--- config.mk ---
export PLATFORM = sky130hd
export DESIGN_NAME = mem_access_stage_flat
export DESIGN_NICKNAME = d
export VERILOG_FILES = /design/src/rtl/mem_access_stage_if.sv /design/src/rtl/mem_access_stage.sv /design/src/flat_wrapper.sv
export SDC_FILE = /design/constraint.sdc
export NUM_CORES = 1
export LEC_CHECK = 0
export CAP_MARGIN = 5
export CORE_MARGIN = 2
export CORE_UTILIZATION = 50
export CTS_CLUSTER_DIAMETER = 100
export CTS_CLUSTER_SIZE = 20
export DETAILED_ROUTE_END_ITERATION = 10
export DONT_BUFFER_PORTS = 1
export PLACE_DENSITY = 0.66
export SYNTH_ARGS = -nofsm -noshare
export SYNTH_HDL_FRONTEND = slang
export SYNTH_SLANG_ARGS = --single-unit
--- constraint.sdc ---
create_clock -name clk -period 2.4 [get_ports clk]
set_input_delay 0.36 -clock clk [delete_from_list [all_inputs] [get_ports clk]]
set_output_delay 0.36 -clock clk [all_outputs]
set_load 0.05 [all_outputs]
--- src/rtl/mem_access_stage_if.sv ---
// Data-memory req/ack bus: mem_access_stage is the master, the data memory the slave.
interface mem_access_stage_if #(
    parameter int XLEN = 32
);
    logic            req;
    logic            we;
    logic [XLEN-1:0] addr;
    logic [3:0]      be;
    logic [XLEN-1:0] wdata;
    logic            ack;
    logic [XLEN-1:0] rdata;

    modport master (
        output req, we, addr, be, wdata,
        input  ack, rdata
    );

    modport slave (
        input  req, we, addr, be, wdata,
        output ack, rdata
    );
endinterface

--- src/rtl/mem_access_stage.sv ---
// EX/MEM register plus data-memory access with load alignment, stall and access timeout.
// Optional MISALIGN_TRAP_EN: misaligned LH/LHU/SH/LW/SW raise o_misalign_exc instead of accessing memory.
module mem_access_stage #(
    parameter int XLEN         = 32,
    parameter int DMEM_TIMEOUT = 16
) (
    input  logic            clk,
    input  logic            rst,
    input  logic            i_valid_EXE,
    input  logic [XLEN-1:0] i_alu_result_EXE,
    input  logic [XLEN-1:0] i_store_data_EXE,
    input  logic [4:0]      i_rd_EXE,
    input  logic            i_reg_write_EXE,
    input  logic            i_mem_read_EXE,
    input  logic            i_mem_write_EXE,
    input  logic [2:0]      i_funct3_EXE,
    input  logic            i_flush,
    mem_access_stage_if.master dmem,
    output logic            o_mem_stall,
    output logic [XLEN-1:0] o_fwd_data_MEM,
    output logic [4:0]      o_rd_MEM,
    output logic            o_wb_valid,
    output logic            o_wb_reg_write,
    output logic [4:0]      o_wb_rd,
    output logic [XLEN-1:0] o_wb_data,
`ifdef MISALIGN_TRAP_EN
    output logic            o_misalign_exc,
`endif
    output logic            o_bus_err
);

    localparam int CW = $clog2(DMEM_TIMEOUT) + 1;

    typedef enum logic {S_IDLE, S_WAIT} state_t;

    state_t          r_state;
    state_t          w_next_state;
    logic [CW-1:0]   r_wait_cnt;

    logic            r_valid_M;
    logic [XLEN-1:0] r_alu_M;
    logic [XLEN-1:0] r_store_M;
    logic [4:0]      r_rd_M;
    logic            r_reg_write_M;
    logic            r_mem_read_M;
    logic            r_mem_write_M;
    logic [2:0]      r_funct3_M;

    logic            r_wb_valid;
    logic            r_wb_reg_write;
    logic [4:0]      r_wb_rd;
    logic [XLEN-1:0] r_wb_data;

    logic            w_mem_op;
    logic            w_misalign;
    logic            w_req;
    logic            w_timeout;
    logic            w_stall;
    logic [1:0]      w_off;
    logic [3:0]      w_be;
    logic [XLEN-1:0] w_wdata;
    logic [XLEN-1:0] w_lane_data;
    logic [XLEN-1:0] w_load_data;

    assign w_mem_op = r_valid_M & (r_mem_read_M | r_mem_write_M);

`ifdef MISALIGN_TRAP_EN
    always_comb begin
        case (r_funct3_M[1:0])
            2'b01:   w_misalign = w_mem_op & r_alu_M[0];
            2'b10:   w_misalign = w_mem_op & (r_alu_M[1:0] != 2'b00);
            default: w_misalign = 1'b0;
        endcase
    end
    assign o_misalign_exc = w_misalign;
`else
    assign w_misalign = 1'b0;
`endif

    assign w_req = w_mem_op & ~w_misalign;

    // Address bits below the access size are dropped, so the lane is always size-aligned.
    always_comb begin
        case (r_funct3_M[1:0])
            2'b00:   w_off = r_alu_M[1:0];
            2'b01:   w_off = {r_alu_M[1], 1'b0};
            default: w_off = 2'b00;
        endcase
    end

    always_comb begin
        case (r_funct3_M[1:0])
            2'b00: begin
                w_be    = 4'b0001 << w_off;
                w_wdata = {(XLEN/8){r_store_M[7:0]}};
            end
            2'b01: begin
                w_be    = 4'b0011 << w_off;
                w_wdata = {(XLEN/16){r_store_M[15:0]}};
            end
            default: begin
                w_be    = 4'hF;
                w_wdata = r_store_M;
            end
        endcase
    end

    assign w_lane_data = dmem.rdata >> {w_off, 3'b000};

    always_comb begin
        case (r_funct3_M)
            3'b000:  w_load_data = {{(XLEN-8){w_lane_data[7]}}, w_lane_data[7:0]};
            3'b001:  w_load_data = {{(XLEN-16){w_lane_data[15]}}, w_lane_data[15:0]};
            3'b100:  w_load_data = {{(XLEN-8){1'b0}}, w_lane_data[7:0]};
            3'b101:  w_load_data = {{(XLEN-16){1'b0}}, w_lane_data[15:0]};
            default: w_load_data = w_lane_data;
        endcase
    end

    // Wait counter holds the number of cycles the current request has already stalled.
    always_ff @(posedge clk or negedge rst) begin
        if (!rst) begin
            r_state    <= S_IDLE;
            r_wait_cnt <= '0;
        end else begin
            r_state    <= w_next_state;
            r_wait_cnt <= w_stall ? r_wait_cnt + CW'(1) : '0;
        end
    end

    always_comb begin
        w_next_state = r_state;
        case (r_state)
            S_IDLE:  if (w_req & ~dmem.ack) w_next_state = S_WAIT;
            S_WAIT:  if (~w_req | dmem.ack | w_timeout) w_next_state = S_IDLE;
            default: w_next_state = S_IDLE;
        endcase
    end

    always_comb begin
        w_timeout = (r_state == S_WAIT) & w_req & ~dmem.ack &
                    (r_wait_cnt == CW'(DMEM_TIMEOUT - 1));
        w_stall   = w_req & ~dmem.ack & ~w_timeout;
    end

    always_ff @(posedge clk or negedge rst) begin
        if (!rst) begin
            r_valid_M     <= 1'b0;
            r_alu_M       <= '0;
            r_store_M     <= '0;
            r_rd_M        <= '0;
            r_reg_write_M <= 1'b0;
            r_mem_read_M  <= 1'b0;
            r_mem_write_M <= 1'b0;
            r_funct3_M    <= '0;
        end else if (!w_stall) begin
            r_valid_M     <= i_valid_EXE & ~i_flush;
            r_alu_M       <= i_alu_result_EXE;
            r_store_M     <= i_store_data_EXE;
            r_rd_M        <= i_rd_EXE;
            r_reg_write_M <= i_reg_write_EXE;
            r_mem_read_M  <= i_mem_read_EXE;
            r_mem_write_M <= i_mem_write_EXE;
            r_funct3_M    <= i_funct3_EXE;
        end
    end

    // Timed-out and trapped accesses still leave MEM, but retire as bubbles.
    always_ff @(posedge clk or negedge rst) begin
        if (!rst) begin
            r_wb_valid     <= 1'b0;
            r_wb_reg_write <= 1'b0;
            r_wb_rd        <= '0;
            r_wb_data      <= '0;
        end else if (!w_stall) begin
            r_wb_valid     <= r_valid_M & ~w_timeout & ~w_misalign;
            r_wb_reg_write <= r_valid_M & r_reg_write_M & ~r_mem_write_M & ~w_timeout & ~w_misalign;
            r_wb_rd        <= r_rd_M;
            r_wb_data      <= r_mem_read_M ? w_load_data : r_alu_M;
        end
    end

    assign dmem.req       = w_req;
    assign dmem.we        = r_mem_write_M;
    assign dmem.addr      = {r_alu_M[XLEN-1:2], 2'b00};
    assign dmem.be        = w_be;
    assign dmem.wdata     = w_wdata;

    assign o_mem_stall    = w_stall;
    assign o_fwd_data_MEM = r_alu_M;
    assign o_rd_MEM       = r_rd_M;
    assign o_wb_valid     = r_wb_valid;
    assign o_wb_reg_write = r_wb_reg_write;
    assign o_wb_rd        = r_wb_rd;
    assign o_wb_data      = r_wb_data;
    assign o_bus_err      = w_timeout;

endmodule
--- src/flat_wrapper.sv ---
// flat-port wrapper written by rule: the top's interface ports become plain ports
module mem_access_stage_flat 
#(
    parameter int XLEN         = 32,
    parameter int DMEM_TIMEOUT = 16
)
  (clk, rst, i_valid_EXE, i_alu_result_EXE, i_store_data_EXE, i_rd_EXE, i_reg_write_EXE, i_mem_read_EXE, i_mem_write_EXE, i_funct3_EXE, i_flush, o_mem_stall, o_fwd_data_MEM, o_rd_MEM, o_wb_valid, o_wb_reg_write, o_wb_rd, o_wb_data, o_bus_err, dmem_req, dmem_we, dmem_addr, dmem_be, dmem_wdata, dmem_ack, dmem_rdata);
  mem_access_stage_if #(.XLEN(XLEN)) dmem_i ();
  input  logic clk;
  input  logic rst;
  input  logic i_valid_EXE;
  input  logic [XLEN-1:0] i_alu_result_EXE;
  input  logic [XLEN-1:0] i_store_data_EXE;
  input  logic [4:0] i_rd_EXE;
  input  logic i_reg_write_EXE;
  input  logic i_mem_read_EXE;
  input  logic i_mem_write_EXE;
  input  logic [2:0] i_funct3_EXE;
  input  logic i_flush;
  output logic o_mem_stall;
  output logic [XLEN-1:0] o_fwd_data_MEM;
  output logic [4:0] o_rd_MEM;
  output logic o_wb_valid;
  output logic o_wb_reg_write;
  output logic [4:0] o_wb_rd;
  output logic [XLEN-1:0] o_wb_data;
  output logic o_bus_err;
  output wire logic [$bits(dmem_i.req)-1:0] dmem_req;
  output wire logic [$bits(dmem_i.we)-1:0] dmem_we;
  output wire logic [$bits(dmem_i.addr)-1:0] dmem_addr;
  output wire logic [$bits(dmem_i.be)-1:0] dmem_be;
  output wire logic [$bits(dmem_i.wdata)-1:0] dmem_wdata;
  input wire logic [$bits(dmem_i.ack)-1:0] dmem_ack;
  input wire logic [$bits(dmem_i.rdata)-1:0] dmem_rdata;
  assign dmem_req = dmem_i.req;
  assign dmem_we = dmem_i.we;
  assign dmem_addr = dmem_i.addr;
  assign dmem_be = dmem_i.be;
  assign dmem_wdata = dmem_i.wdata;
  assign dmem_i.ack = dmem_ack;
  assign dmem_i.rdata = dmem_rdata;
  mem_access_stage #(.XLEN(XLEN), .DMEM_TIMEOUT(DMEM_TIMEOUT)) u_core (.clk(clk), .rst(rst), .i_valid_EXE(i_valid_EXE), .i_alu_result_EXE(i_alu_result_EXE), .i_store_data_EXE(i_store_data_EXE), .i_rd_EXE(i_rd_EXE), .i_reg_write_EXE(i_reg_write_EXE), .i_mem_read_EXE(i_mem_read_EXE), .i_mem_write_EXE(i_mem_write_EXE), .i_funct3_EXE(i_funct3_EXE), .i_flush(i_flush), .dmem(dmem_i), .o_mem_stall(o_mem_stall), .o_fwd_data_MEM(o_fwd_data_MEM), .o_rd_MEM(o_rd_MEM), .o_wb_valid(o_wb_valid), .o_wb_reg_write(o_wb_reg_write), .o_wb_rd(o_wb_rd), .o_wb_data(o_wb_data), .o_bus_err(o_bus_err));
endmodule
==> flow_metrics.py <==
metrics = {
    "layout": {
        "utilization_pct": 59.9,
        "final_nets": 849,
        "antennaDiodeCount": 0,
        "syn_to_final_growth_pct": 17.1,
        "final_cell_mix": "nand2_1 (298), dfrtp_1 (120), buf_4 (70)",
        "layout-drive-gt1-share_pct": 18.6,
        "final_area_um2": 7170,
        "final_common_cell": "nand2_1",
        "nFillCells": 1059,
    },
    "logic_synthesis": {
        "synthCells": 718,
        "yosys_register_bits": 121,
        "yosysSeqAreaShare_pct": 49.4,
        "ys_types": 41,
        "syn_area_per_cell_um2": 8.53,
        "synth_area_um2": 6120,
        "synth_async_sr_flop_share_pct": 100,
        "ys.flop_type": "dfrtp_1",
        "synth_edf_count": 0,
        "ys_warn_count": 0,
    },
    "timing": {
        "fmax_mhz": 419,
        "hold_viol": 121,
        "whs_ps": -352,
        "relSlewSlack_pct": 48.5,
        "maxSlewViolCount": 0,
        "finalSetupViolCount": 0,
        "skew_ps": 7.75,
        "period_needed_ps": 2390,
        "rsz0062_at_grt": "yes",
        "tightest_slew_ps": 772,
        "period_share_pct": 99.6,
    },
    "global_routing": {
        "overflow": 0,
        "track_usage_pct": 26.9,
        "grt_antenna_before_repair": 1,
        "grt_pass1_wl_um": 26600,
        "grt_pass1_vias": 4976,
        "grt_start_max_net_pins": 122,
    },
    "pwr": {
        "clock_power_share_pct": 32.8,
        "vdd_drop_max_mv": 0.791,
        "internal_power_w": 0.00421,
        "power_frac_comb_pct": 24.4,
        "leakagePower_nw": 3.56,
        "sw_frac_of_total_pct": 39.3,
        "power_density_nw_per_um2": 966,
        "power.switching_w": 0.00272,
        "pwr-share-seq_pct": 42.8,
    },
    "critical_path": {
        "r2r_start": "u_core.r_wait_cnt[1]$_DFF_PN0_",
        "cp.arrival_ps": 2030,
        "r2r_slack_ps": 120,
        "required_ps": 2040,
        "crit_fanout": 8,
        "cp-end-kind": "primary output",
        "r2r-end": "u_core.o_wb_data[15]$_DFFE_PN0N_",
        "startpoint": "u_core.r_wait_cnt[1]$_DFF_PN0_",
        "cp-start-kind": "flop",
        "crit_type": "flop to primary output",
        "reg2reg_depth": 10,
    },
    "outcome": {
        "failed_checks": "negative hold slack",
        "status": "complete, but fails checks",
    },
    "drt": {
        "via_count": 4986,
        "wl_per_cell_um": 19.6,
        "m1WireLength_um": 6270,
        "drt_iter0_drc": 328,
        "drc": 0,
        "dr_wl_met3_um": 2160,
        "via_per_inst": 5.60,
        "ant_nets": 0,
        "top_layer_used": "met5",
        "first_pass_iters": 8,
        "wl_um": 17400,
        "dr_wl_met2_um": 8570,
    },
    "run": {
        "max_cap_violations": 0,
    },
    "clock_network": {
        "cts_buffers": 17,
        "clk_latency_ps": 410,
        "cts_tree": "done",
        "cts_htree_levels": 4,
        "path_clk_slew_ps": 50,
        "cts-root-buf": "clkbuf_16",
        "cts_sinks": 121,
        "clock_path_buffers": 2,
    },
    "floorplan": {
        "start_util_pct": 51.2,
        "row_count": 40,
        "dieArea_um2": 13100,
        "core-area_um2": 12000,
        "die_h_um": 115,
        "die_w_um": 115,
        "io_pins": 260,
    },
    "place": {
        "placed_area_um2": 6530,
        "portBuffers": 0,
        "place_hpwl_um": 12100,
        "place.gp.congestion": 0.845,
    },
    "min_path": {
        "hp-class": "input port to asynchronous set/reset pin",
    },
}
-- power groups by stage --
stage	logic, W	clock network, W	registers, W
floorplan	0.00116	0	0.00310
global placement	0.00164	0	0.00299
detailed placement	0.00166	0	0.00300
CTS	0.00169	0.00229	0.00297
global route	0.00180	0.00239	0.00299
finish	0.00169	0.00227	0.00297
-- repair_timing --
item	4_1_cts	5_1_grt
setup endpoints to repair	1	10
pin swaps	1	3
setup buffers	2	2
gates resized for setup	2	5
cloned	2	0
endpoints found under the hold margin	121	121
-- worst max-delay path, stage by stage, from the launching register on --
cell and delay [ps]:
dfrtp_1 390, ha_2 200, and3_4 180, ha_4 150, a21o_1 200, or2_4 280
clkinv_4 60, buf_12 150
-- synthesized netlist by cell type, types with 2 or more instances --
library cell	n	area [µm²]
nand2_1	298	1120
dfrtp_1	121	3030
o21ai_0	50	250
buf_4	40	300
nor2_1	40	150
clkbuf_1	27	101
a31oi_1	17	106
mux2_2	14	158
mux2i_1	14	140
inv_1	10	37.5
nor3_1	10	50.1
a21oi_1	9	45.0
buf_2	9	45.0
buf_1	7	26.3
a211oi_1	6	45.0
mux4_1	6	158
a211oi_2	4	50.1
buf_6	4	45.0
nand2b_1	3	18.8
nand3_1	3	15.0
a21o_1	2	15.0
and3b_1	2	17.5
ha_1	2	25.0
nor2b_1	2	12.5
o21a_1	2	15.0
-- area by class of cell --
type	count	area (µm²)	area share [%]
clock inverters	4	20.0	0.279
flip-flops and latches	121	3030	42.3
inverters	10	42.5	0.593
clock buffers	23	498	6.95
multi-input cells	501	2570	35.9
repair buffers	84	822	11.5
well taps	147	184	2.57
-- through the flow --
stage	cells	total power (W)	setup TNS (ps)	setup slack, ps	hold slack [ps]
floorplan	719	0.00426	0	27.2	64.4
global placement	857	0.00463	0	207	68.8
detailed placement	857	0.00466	0	150	68.1
CTS	888	0.00695	0	7.26	-368
global route	890	0.00718	-42.3	-42.3	-372
finish	890	0.00692	0	10.7	-352
-- sequential cells by signal, indices dropped and copies added, names as in the netlist --
signal,flops
u_core.o_fwd_data_MEM,32
u_core.r_valid_M,1
u_core.r_mem_read_M,1
u_core.r_reg_write_M,1
u_core.r_wait_cnt,5
u_core.o_wb_data,32
u_core.o_rd_MEM,5
u_core.dmem.we,1
u_core.r_state,1
u_core.o_wb_valid,1
u_core.r_store_M,32
u_core.r_funct3_M,3
u_core.o_wb_reg_write,1
u_core.o_wb_rd,5
-- cell families after synthesis --
family	after synthesis	share of synthesized area (%)
compound gates	95	9.83
xor+xnor	2	0.286
fa+ha+maj	2	0.409
buf+inv	97	9.07
flops	121	49.4
mux	34	7.44
other cells	1	0.0612
simple gates	366	23.5
-- metal layers --
layer	track usage, %	vias to the layer above
met2	44.3	259
met1	30.2	2375
met4	9.92	2
met5	0	-
li1	-	2319
met3	13.0	31
-- worst max-delay path by stage --
stage	end	slack, ps
3_3_place_gp	u_core.o_wb_data[31]$_DFFE_PN0N_	210
2_1_floorplan	dmem_be[1]	30
5_1_grt	o_mem_stall	-40
4_1_cts	o_mem_stall	7
3_5_place_dp	u_core.o_wb_data[31]$_DFFE_PN0N_	150
6_report	o_mem_stall	10
Note: power is estimated with default switching activity, not from simulation.
